File: src/rtl/parking_occupancy_ctrl_pkg.sv
// Capacity schedule, class encoding and the hour-to-capacity lookup shared by the parking controller.
// Pure declarations; no latency and no backpressure.
package parking_pkg;

  localparam int unsigned TOTAL_CAP = 700;
  localparam int unsigned OPEN_HOUR = 8;
  localparam int          CAP_W     = 10;

  typedef logic [CAP_W-1:0] cap_t;

  typedef enum logic {
    CLASS_UNI = 1'b0,
    CLASS_GEN = 1'b1
  } class_e;

  typedef struct packed {
    cap_t uni;
    cap_t gen;
  } cap_pair_t;

  localparam cap_t CAP_UNI_DAY = 10'd500;
  localparam cap_t CAP_GEN_DAY = 10'd200;
  localparam cap_t CAP_UNI_14  = 10'd450;
  localparam cap_t CAP_GEN_14  = 10'd250;
  localparam cap_t CAP_UNI_15  = 10'd400;
  localparam cap_t CAP_GEN_15  = 10'd300;
  localparam cap_t CAP_UNI_16  = 10'd350;
  localparam cap_t CAP_GEN_16  = 10'd350;
  localparam cap_t CAP_UNI_EVE = 10'd200;
  localparam cap_t CAP_GEN_EVE = 10'd500;

  // Every open bucket splits TOTAL_CAP between the two classes.
  function automatic cap_pair_t cap_lookup(input logic [31:0] hour);
    cap_pair_t c;
    if (hour < OPEN_HOUR) begin
      c.uni = '0;
      c.gen = '0;
    end else if (hour <= 32'd13) begin
      c.uni = CAP_UNI_DAY;
      c.gen = CAP_GEN_DAY;
    end else if (hour == 32'd14) begin
      c.uni = CAP_UNI_14;
      c.gen = CAP_GEN_14;
    end else if (hour == 32'd15) begin
      c.uni = CAP_UNI_15;
      c.gen = CAP_GEN_15;
    end else if (hour == 32'd16) begin
      c.uni = CAP_UNI_16;
      c.gen = CAP_GEN_16;
    end else begin
      c.uni = CAP_UNI_EVE;
      c.gen = CAP_GEN_EVE;
    end
    return c;
  endfunction

endpackage

File: src/rtl/parking_class_counter.sv
// Per-class occupancy tracker: ordered exit-then-entry allocation across all gates against one capacity.
// Responses and status registered, 1-cycle latency; no backpressure (every request answered).
module parking_class_counter
  import parking_pkg::*;
#(
  parameter int     NUM_GATES = 4,
  parameter int     CNT_W     = 16,
  parameter class_e CLS       = CLASS_UNI
) (
  input  logic                 i_clk,
  input  logic                 i_rst,
  input  cap_t                 i_cap,
  input  logic [NUM_GATES-1:0] i_ent_req,
  input  logic [NUM_GATES-1:0] i_ent_uni,
  input  logic [NUM_GATES-1:0] i_ext_req,
  input  logic [NUM_GATES-1:0] i_ext_uni,
  output logic [NUM_GATES-1:0] o_grant,
  output logic [NUM_GATES-1:0] o_deny,
  output logic [NUM_GATES-1:0] o_ack,
  output logic [NUM_GATES-1:0] o_err,
  output logic [CNT_W-1:0]     o_parked,
  output logic [CNT_W-1:0]     o_free,
  output logic                 o_avail,
  output logic                 o_over
);

  localparam logic [CNT_W-1:0] ONE = CNT_W'(1);

  logic [NUM_GATES-1:0] w_ent_m;
  logic [NUM_GATES-1:0] w_ext_m;
  logic [CNT_W-1:0]     w_cap;
  logic [CNT_W-1:0]     w_occ;
  logic [NUM_GATES-1:0] w_grant;
  logic [NUM_GATES-1:0] w_deny;
  logic [NUM_GATES-1:0] w_ack;
  logic [NUM_GATES-1:0] w_err;

  logic [CNT_W-1:0]     r_occ;
  logic [CNT_W-1:0]     r_free;
  logic                 r_avail;
  logic                 r_over;
  logic [NUM_GATES-1:0] r_grant;
  logic [NUM_GATES-1:0] r_deny;
  logic [NUM_GATES-1:0] r_ack;
  logic [NUM_GATES-1:0] r_err;

  assign w_ent_m = i_ent_req & ((CLS == CLASS_UNI) ? i_ent_uni : ~i_ent_uni);
  assign w_ext_m = i_ext_req & ((CLS == CLASS_UNI) ? i_ext_uni : ~i_ext_uni);
  assign w_cap   = CNT_W'(i_cap);

  // Exits run first so that spaces freed this cycle are visible to the entries below.
  always_comb begin
    w_occ   = r_occ;
    w_grant = '0;
    w_deny  = '0;
    w_ack   = '0;
    w_err   = '0;
    for (int g = 0; g < NUM_GATES; g++) begin
      if (w_ext_m[g]) begin
        if (w_occ != '0) begin
          w_ack[g] = 1'b1;
          w_occ    = w_occ - ONE;
        end else begin
          w_err[g] = 1'b1;
        end
      end
    end
    for (int g = 0; g < NUM_GATES; g++) begin
      if (w_ent_m[g]) begin
        if (w_occ < w_cap) begin
          w_grant[g] = 1'b1;
          w_occ      = w_occ + ONE;
        end else begin
          w_deny[g] = 1'b1;
        end
      end
    end
  end

  always_ff @(posedge i_clk) begin
    if (i_rst) begin
      r_occ   <= '0;
      r_free  <= '0;
      r_avail <= 1'b0;
      r_over  <= 1'b0;
      r_grant <= '0;
      r_deny  <= '0;
      r_ack   <= '0;
      r_err   <= '0;
    end else begin
      r_occ   <= w_occ;
      r_free  <= (w_occ < w_cap) ? (w_cap - w_occ) : '0;
      r_avail <= (w_occ < w_cap);
      r_over  <= (w_occ > w_cap);
      r_grant <= w_grant;
      r_deny  <= w_deny;
      r_ack   <= w_ack;
      r_err   <= w_err;
    end
  end

  assign o_parked = r_occ;
  assign o_free   = r_free;
  assign o_avail  = r_avail;
  assign o_over   = r_over;
  assign o_grant  = r_grant;
  assign o_deny   = r_deny;
  assign o_ack    = r_ack;
  assign o_err    = r_err;

endmodule

File: src/rtl/parking_occupancy_ctrl.sv
// Two-class multi-gate parking controller: hour-driven capacity registers feeding one counter per class.
// Capacity reg 1 cycle after hour change, responses 1 cycle after request; no backpressure.
module parking_occupancy_ctrl
  import parking_pkg::*;
#(
  parameter int NUM_GATES = 4,
  parameter int CNT_W     = 16,
  parameter int HOUR_W    = 12
) (
  input  logic                 core_clk,
  input  logic                 rst,
  input  logic [HOUR_W-1:0]    hour_i,
  input  logic [NUM_GATES-1:0] ent_req,
  input  logic [NUM_GATES-1:0] ent_uni,
  input  logic [NUM_GATES-1:0] ext_req,
  input  logic [NUM_GATES-1:0] ext_uni,
  output logic [NUM_GATES-1:0] ent_grant,
  output logic [NUM_GATES-1:0] ent_deny,
  output logic [NUM_GATES-1:0] ext_ack,
  output logic [NUM_GATES-1:0] ext_err,
  output logic [CNT_W-1:0]     uni_parked,
  output logic [CNT_W-1:0]     gen_parked,
  output logic [CNT_W-1:0]     uni_free,
  output logic [CNT_W-1:0]     gen_free,
  output logic                 uni_avail,
  output logic                 gen_avail,
  output logic                 uni_over,
  output logic                 gen_over,
  output logic                 cap_chg
);

  cap_pair_t w_cap_nxt;
  cap_t      r_cap_uni;
  cap_t      r_cap_gen;
  logic      r_cap_chg;

  logic [NUM_GATES-1:0] w_uni_grant, w_uni_deny, w_uni_ack, w_uni_err;
  logic [NUM_GATES-1:0] w_gen_grant, w_gen_deny, w_gen_ack, w_gen_err;

  assign w_cap_nxt = cap_lookup(32'(hour_i));

  // Reset forces capacity to 0, so the first reload after reset pulses cap_chg for an open lot.
  always_ff @(posedge core_clk) begin
    if (rst) begin
      r_cap_uni <= '0;
      r_cap_gen <= '0;
      r_cap_chg <= 1'b0;
    end else begin
      r_cap_uni <= w_cap_nxt.uni;
      r_cap_gen <= w_cap_nxt.gen;
      r_cap_chg <= (w_cap_nxt.uni != r_cap_uni) || (w_cap_nxt.gen != r_cap_gen);
    end
  end

  parking_class_counter #(
    .NUM_GATES(NUM_GATES),
    .CNT_W    (CNT_W),
    .CLS      (CLASS_UNI)
  ) u_uni (
    .i_clk    (core_clk),
    .i_rst    (rst),
    .i_cap    (r_cap_uni),
    .i_ent_req(ent_req),
    .i_ent_uni(ent_uni),
    .i_ext_req(ext_req),
    .i_ext_uni(ext_uni),
    .o_grant  (w_uni_grant),
    .o_deny   (w_uni_deny),
    .o_ack    (w_uni_ack),
    .o_err    (w_uni_err),
    .o_parked (uni_parked),
    .o_free   (uni_free),
    .o_avail  (uni_avail),
    .o_over   (uni_over)
  );

  parking_class_counter #(
    .NUM_GATES(NUM_GATES),
    .CNT_W    (CNT_W),
    .CLS      (CLASS_GEN)
  ) u_gen (
    .i_clk    (core_clk),
    .i_rst    (rst),
    .i_cap    (r_cap_gen),
    .i_ent_req(ent_req),
    .i_ent_uni(ent_uni),
    .i_ext_req(ext_req),
    .i_ext_uni(ext_uni),
    .o_grant  (w_gen_grant),
    .o_deny   (w_gen_deny),
    .o_ack    (w_gen_ack),
    .o_err    (w_gen_err),
    .o_parked (gen_parked),
    .o_free   (gen_free),
    .o_avail  (gen_avail),
    .o_over   (gen_over)
  );

  // Class masks make the two counters' responses disjoint per gate, so OR is a safe merge.
  assign ent_grant = w_uni_grant | w_gen_grant;
  assign ent_deny  = w_uni_deny  | w_gen_deny;
  assign ext_ack   = w_uni_ack   | w_gen_ack;
  assign ext_err   = w_uni_err   | w_gen_err;
  assign cap_chg   = r_cap_chg;

endmodule

File: config.mk
export PLATFORM = sky130hd
export DESIGN_NAME = parking_occupancy_ctrl
export DESIGN_NICKNAME = d
export VERILOG_FILES = /design/src/rtl/parking_occupancy_ctrl_pkg.sv /design/src/rtl/parking_class_counter.sv /design/src/rtl/parking_occupancy_ctrl.sv
export SDC_FILE = /design/constraint.sdc
export NUM_CORES = 1
export LEC_CHECK = 0
export BUFFER_PORTS_ARGS = -buffer_cell sky130_fd_sc_hd__buf_2
export CELL_PAD_IN_SITES_DETAIL_PLACEMENT = 0
export CELL_PAD_IN_SITES_GLOBAL_PLACEMENT = 1
export CORE_ASPECT_RATIO = 0.6
export CORE_MARGIN = 4
export CORE_UTILIZATION = 40
export CTS_CLUSTER_SIZE = 12
export DETAILED_ROUTE_END_ITERATION = 12
export HOLD_SLACK_MARGIN = 0.06
export PLACE_DENSITY = 0.79
export SLEW_MARGIN = 20
export SYNTH_ARGS = -nofsm -noshare
export SYNTH_HDL_FRONTEND = slang
export SYNTH_SLANG_ARGS = --single-unit
File: constraint.sdc
create_clock -name core_clk -period 37.1 [get_ports core_clk]
set_clock_uncertainty 0.2 [all_clocks]
set_input_delay 5.565 -clock core_clk [delete_from_list [all_inputs] [get_ports core_clk]]
set_output_delay 5.565 -clock core_clk [all_outputs]
set_load 0.01 [all_outputs]
==> results of run 1 <==
==> synth_stat cells, types with 23 or more instances <==
cell type	count	area share (%)
and2_1	23	1.1
o21ai_0	76	2.8
o211ai_1	23	1.3
ha_1	94	8.6
or3_1	24	1.1
and3_1	30	1.4
a21oi_1	88	3.2
nand2b_1	24	1.1
nand3_1	70	2.6
dfxtp_1	113	17
nand4_1	55	2.5
xnor2_1	115	7.4
clkbuf_1	46	1.3
nor3_1	87	3.2
inv_1	74	2.0
or2_2	33	1.5
xor2_1	48	3.1
nor2_1	190	5.2
a21o_1	29	1.6
nand2_1	127	3.5
a31oi_1	29	1.3
nor4_1	46	2.1
==> state kept, by name (all words and copies together) (netlist names) <==
| signal | count |
|---|---|
| u_gen.o_parked | 16 |
| u_gen.o_over | 1 |
| u_uni.o_parked | 16 |
| u_uni.o_avail | 1 |
| u_gen.o_deny | 4 |
| cap_chg | 1 |
| u_uni.o_free | 16 |
| u_uni.o_deny | 4 |
| u_gen.o_avail | 1 |
| u_uni.o_grant | 4 |
| u_uni.o_ack | 4 |
| u_gen.o_err | 4 |
| u_uni.o_over | 1 |
| u_gen.o_free | 16 |
| u_gen.o_grant | 4 |
| u_gen.o_ack | 4 |
| r_cap_gen | 7 |
| u_uni.o_err | 4 |
| r_cap_uni | 5 |
==> cell type report <==
| type | count | share of cell area, % |
|---|---|---|
| sequential | 113 | 14.9 |
| tap | 450 | 3.71 |
| multi-input combinational | 1583 | 71.2 |
| timing repair buffer | 126 | 4.36 |
| clock buffer | 19 | 2.99 |
| antenna | 1 | 0.0165 |
| clock inverter | 13 | 0.982 |
| inverter | 76 | 1.88 |
==> per-stage QoR <==
step / std cells / hold WS [ns]
2_1_floorplan: 1835 / 0.404
3_3_place_gp: 2348 / 0.561
3_5_place_dp: 2348 / 0.554
4_1_cts: 2380 / 0.568
5_1_grt: 2380 / 0.642
6_report: 2381 / 0.561
==> per-layer routing <==
layer / GRT usage (%) / vias up
met5: 0 / -
met4: 4.76 / 4
met3: 12.0 / 53
met2: 36.5 / 845
met1: 45.5 / 7170
li1: - / 7056
==> worst min path at each step <==
stage | startpoint | endpoint | slack, ns | cells past startpoint
detailed placement | r_cap_uni[2]$_SDFF_PP0_ | u_uni.o_free[2]$_SDFF_PP0_ | 0.55 | 3
global placement | r_cap_uni[2]$_SDFF_PP0_ | u_uni.o_free[2]$_SDFF_PP0_ | 0.56 | 3
floorplan | r_cap_uni[7]$_SDFF_PP0_ | cap_chg$_SDFF_PP0_ | 0.40 | 3
finish | r_cap_uni[2]$_SDFF_PP0_ | u_uni.o_free[2]$_SDFF_PP0_ | 0.56 | 3
global route | r_cap_uni[2]$_SDFF_PP0_ | u_uni.o_free[2]$_SDFF_PP0_ | 0.64 | 3
CTS | r_cap_uni[2]$_SDFF_PP0_ | u_uni.o_free[2]$_SDFF_PP0_ | 0.57 | 3
==> worst max-delay path: cells and delay by family <==
family,cells,cell delay (ns)
and+or+nand+nor,28,7.25
AOI/OAI and AO/OA,29,6.98
xor gates and xnor gates,7,3.18
adders and majority gates,7,2.34
buffers and inverters,4,0.65
==> kinds of logic (layout without fill, tap and decap cells) <==
family / after synthesis / count (layout) / share of synthesized area, %
compound gates: 448 / 448 / 23.4
other cells: 1 / 7 / 0.0276
mux: 35 / 35 / 2.74
flops: 113 / 113 / 16.6
simple gates: 834 / 834 / 33.5
xor+xnor: 164 / 164 / 10.6
buf+inv: 139 / 234 / 4.18
fa+ha+maj: 96 / 96 / 8.94
==> flow_metrics.py, run 1 <==
metrics = {
    "clocking": {
        "cts_buffers": 17,
        "cts_tree": "built",
        "path_clk_slew_ns": 0.07,
        "htreeDepth": 4,
        "cts_max_path_buffers": 2,
        "clock-sinks": 113,
        "cts_root_buf": "clkbuf_16",
        "cts_resized": 0,
        "clk_latency_ns": 0.44,
        "cts_setup_buffers": 0,
        "cts.hold.buffers_added": 0,
    },
    "yosys": {
        "synth_warnings": 0,
        "syn_avg_cell_area_um2": 7.43,
        "synth_cells": 1830,
        "synth_edf_count": 0,
        "synthFlopType": "dfxtp_1",
        "synth_area_um2": 13600,
        "synth-seq-cells": 113,
        "seq_area_frac_synth_pct": 16.6,
        "synth_cell_types": 104,
        "async_reset_ff_share_pct": 0,
    },
    "global_routing": {
        "grt_overflow": 0,
        "grt.total_usage_pct": 29.2,
        "grt_max_degree": 61,
        "grt_pass1_wl_um": 83000,
        "antenna_found_initial": 2,
        "grt_pass1_vias": 13300,
    },
    "worst_setup_path": {
        "crit_required_ns": 37.24,
        "cp-end-kind": "flip-flop",
        "reg2reg_slack_ns": 15.26,
        "slowest_delay_ns": 0.66,
        "worstSetupStartpointType": "primary input",
        "crit_type": "primary input to flip-flop",
        "reg2reg_depth": 81,
        "r2r_end": "u_uni.o_free[13]$_SDFF_PP0_",
        "reg2reg_from": "u_uni.o_parked[1]$_SDFF_PP0_",
        "crit_slowest_cell": "xnor2_1",
        "cp-startpoint": "ext_uni[0]",
        "cp_common_cell": "a21oi_1",
        "endpoint": "u_uni.o_free[13]$_SDFF_PP0_",
        "cp_max_fo": 14,
        "crit_arrival_ns": 26.00,
    },
    "run": {
        "drv_cap": 0,
    },
    "timing": {
        "rsz0062_at_grt": "false",
        "relSlewSlack_pct": 32.5,
        "finalCritPeriodShare_pct": 69.7,
        "worst_slack_ns": 11.24,
        "worstMarginPinSlew_ns": 1.01,
        "max_clock_freq_mhz": 38.7,
        "min_period_ns": 25.86,
        "setup_viol": 0,
        "finalHoldViolCount": 0,
        "slew_viol_final": 0,
        "setup_tns_ns": 0,
    },
    "placement": {
        "dp_hpwl_um": 44900,
        "port_buffers": 114,
        "gp_congestion": 1.01,
        "dpl-instance-area_um2": 14600,
        "pre_cts_ws_ns": 11.46,
    },
    "drt": {
        "drt-initial-drc-count": 2007,
        "wl_met1_um": 27100,
        "met2_length_um": 20100,
        "vias": 15100,
        "dr.max_layer_used": "met5",
        "routedWlPerCell_um": 23.3,
        "first_pass_iters": 6,
        "met3_length_um": 7700,
        "antenna_left": 0,
        "route.detailed.drc": 0,
        "via_per_inst": 6.35,
        "routed_wl_um": 55500,
    },
    "floorplan": {
        "floorplan.initialDensity_pct": 41.2,
        "die_w_um": 246,
        "core-area_um2": 33000,
        "fp.dieH_um": 151,
        "io_pins": 115,
        "die_area_um2": 37100,
        "rows": 51,
    },
    "cells_and_area": {
        "layout_common_cells": "nor2_1, nand2_1, xnor2_1",
        "fin_util_pct": 46.0,
        "fin_area_um2": 15200,
        "fillers": 3347,
        "final_common_cell": "nor2_1",
        "nets": 2043,
        "seq_area_um2": 2260,
        "drive_gt1_share_pct": 13.7,
        "multi_input_area_um2": 10800,
        "area_growth_pct": 11.5,
    },
    "min_path": {
        "min_path_type": "flip-flop to flip-flop",
    },
    "status": {
        "status": "finished, final reports clean",
    },
}
Power of run 1 is not shown: default switching activity piles up to over one toggle a cycle in this logic, so the estimate is an artifact.
==> run 2: changes to the inputs <==
Settings changed: PLACE_DENSITY 0.79 to 0.81.
Clock period 37.1 ns to 22 ns, I/O delays scaled along.
==> run 2 against run 1 <==
  * Count of clock-buffer cells in the layout decreased by 2
  * Utilization increased by 0.65 points
  * Wire length decreased by 4.2%
  * Design area is 1.4% higher
  * Via count shrank 0.25%
  * First-iteration DRC count fell by 17%
==> flow_metrics.py, run 2 (same netlist as run 1, synthesis figures left out) <==
metrics = {
    "run": {
        "drv_cap": 0,
    },
    "floorplan": {
        "die_w_um": 246,
        "core-area_um2": 33000,
        "floorplan.initialDensity_pct": 41.2,
        "io_pins": 115,
        "rows": 51,
        "die_area_um2": 37100,
        "fp.dieH_um": 151,
    },
    "worst_setup_path": {
        "path_buf_inv": 9,
        "crit_type": "primary input to flip-flop",
        "critPathTopFamily": "simple AND/OR/NAND/NOR gates",
        "crit_arrival_ns": 20.82,
        "crit_required_ns": 22.13,
        "cp-end-kind": "flip-flop",
        "cp_common_cell": "a21oi_1",
        "cp_max_fo": 14,
        "slowest_delay_ns": 0.58,
        "reg2reg_slack_ns": 3.08,
        "worstSetupStartpointType": "primary input",
        "crit_slowest_cell": "o31ai_2",
    },
    "drt": {
        "routedWlPerCell_um": 22.1,
        "drt-initial-drc-count": 1659,
        "via_per_inst": 6.28,
        "first_pass_iters": 6,
        "route.detailed.drc": 0,
        "routed_wl_um": 53200,
        "vias": 15100,
        "antenna_left": 0,
    },
    "global_routing": {
        "grt.total_usage_pct": 27.7,
        "antenna_found_initial": 0,
        "grt_pass1_wl_um": 79600,
        "grt_overflow": 0,
        "grt_pass1_vias": 13400,
        "grt_max_degree": 46,
    },
    "cells_and_area": {
        "final_common_cell": "nor2_1",
        "num_antenna_cells": 0,
        "fillers": 3333,
        "drive_gt1_share_pct": 15.2,
        "layout_common_cells": "nor2_1, nand2_1, buf_2",
        "nets": 2066,
        "final_cells": 2403,
        "area_growth_pct": 13.1,
    },
    "clocking": {
        "path_clk_slew_ns": 0.07,
        "cts_resized": 0,
        "cts_tree": "built",
        "clk_latency_ns": 0.44,
        "cts_setup_buffers": 0,
        "clock-sinks": 113,
        "cts_root_buf": "clkbuf_16",
        "cts.hold.buffers_added": 0,
        "cts_buffers": 17,
        "htreeDepth": 4,
        "cts_max_path_buffers": 2,
    },
    "placement": {
        "dp_hpwl_um": 42800,
        "gp_congestion": 0.980,
        "port_buffers": 114,
        "place_inst": 2371,
        "pre_cts_ws_ns": 0.261,
    },
    "timing": {
        "finalHoldViolCount": 0,
        "slew_viol_final": 0,
        "finalCritPeriodShare_pct": 94.0,
        "rsz0062_at_grt": "false",
        "setup_tns_ns": 0,
        "relSlewSlack_pct": 37.3,
        "max_clock_freq_mhz": 48.3,
        "worst_slack_ns": 1.31,
        "worstMarginPinSlew_ns": 0.927,
        "min_period_ns": 20.69,
        "setup_viol": 0,
    },
    "status": {
        "status": "finished, final reports clean",
    },
    "min_path": {
        "min_path_type": "flip-flop to flip-flop",
    },
}
run 2: area by class of cell:
cell class	count	area, um2	share of cell area (%)
Inverter	76	285	1.85
Timing Repair Buffer	149	846	5.50
Clock inverter	15	158	1.02
Multi-Input combinational cell	1583	10800	70.5
Sequential cell	113	2260	14.7
Clock buffer	17	425	2.77
Tap cell	450	563	3.66
run 2: worst reg2reg max path, delay by kind of cell, from the launching register on:
family                   cells  cell delay (ns)
adder cells (fa/ha/maj)      9             2.54
AO/OA/AOI/OAI               29             6.53
flip-flops                   1             0.44
XOR/XNOR                     7             1.61
buffers and inverters        9             1.07
AND/OR/NAND/NOR             29             6.44
run 2: worst paths after layout:
path / start / end / cells past startpoint
hold / removal: r_cap_uni[2]$_SDFF_PP0_ / u_uni.o_free[2]$_SDFF_PP0_ / 3
hold reg to reg: r_cap_uni[2]$_SDFF_PP0_ / u_uni.o_free[2]$_SDFF_PP0_ / 3
setup reg to reg: u_gen.o_parked[0]$_SDFF_PP0_ / u_gen.o_free[7]$_SDFF_PP0_ / 83
setup / recovery: ext_req[0] / u_gen.o_free[7]$_SDFF_PP0_ / 79
run 2: through the flow:
stage / instance area [um2] / hold slack (ns) / utilization, %
3_5_place_dp: 14700 / 0.529 / 44.7
5_1_grt: 15400 / 0.622 / 46.6
3_3_place_gp: 14700 / 0.523 / 44.7
6_report: 15400 / 0.550 / 46.6
2_1_floorplan: 13600 / 0.404 / -
4_1_cts: 15300 / 0.542 / 46.5
run 2: routing by layer:
layer  routed length [um]  share of wire, %  up-vias  GRT usage [%]
met5                  110              0.21        -           2.27
met2                20000                38      775           36.7
met4                  706               1.3        2           4.65
li1                     -                 -     7105              -
met3                 7010                13       46           10.1
met1                25300                48     7162           42.2
Power of run 2 is left out for the same reason.
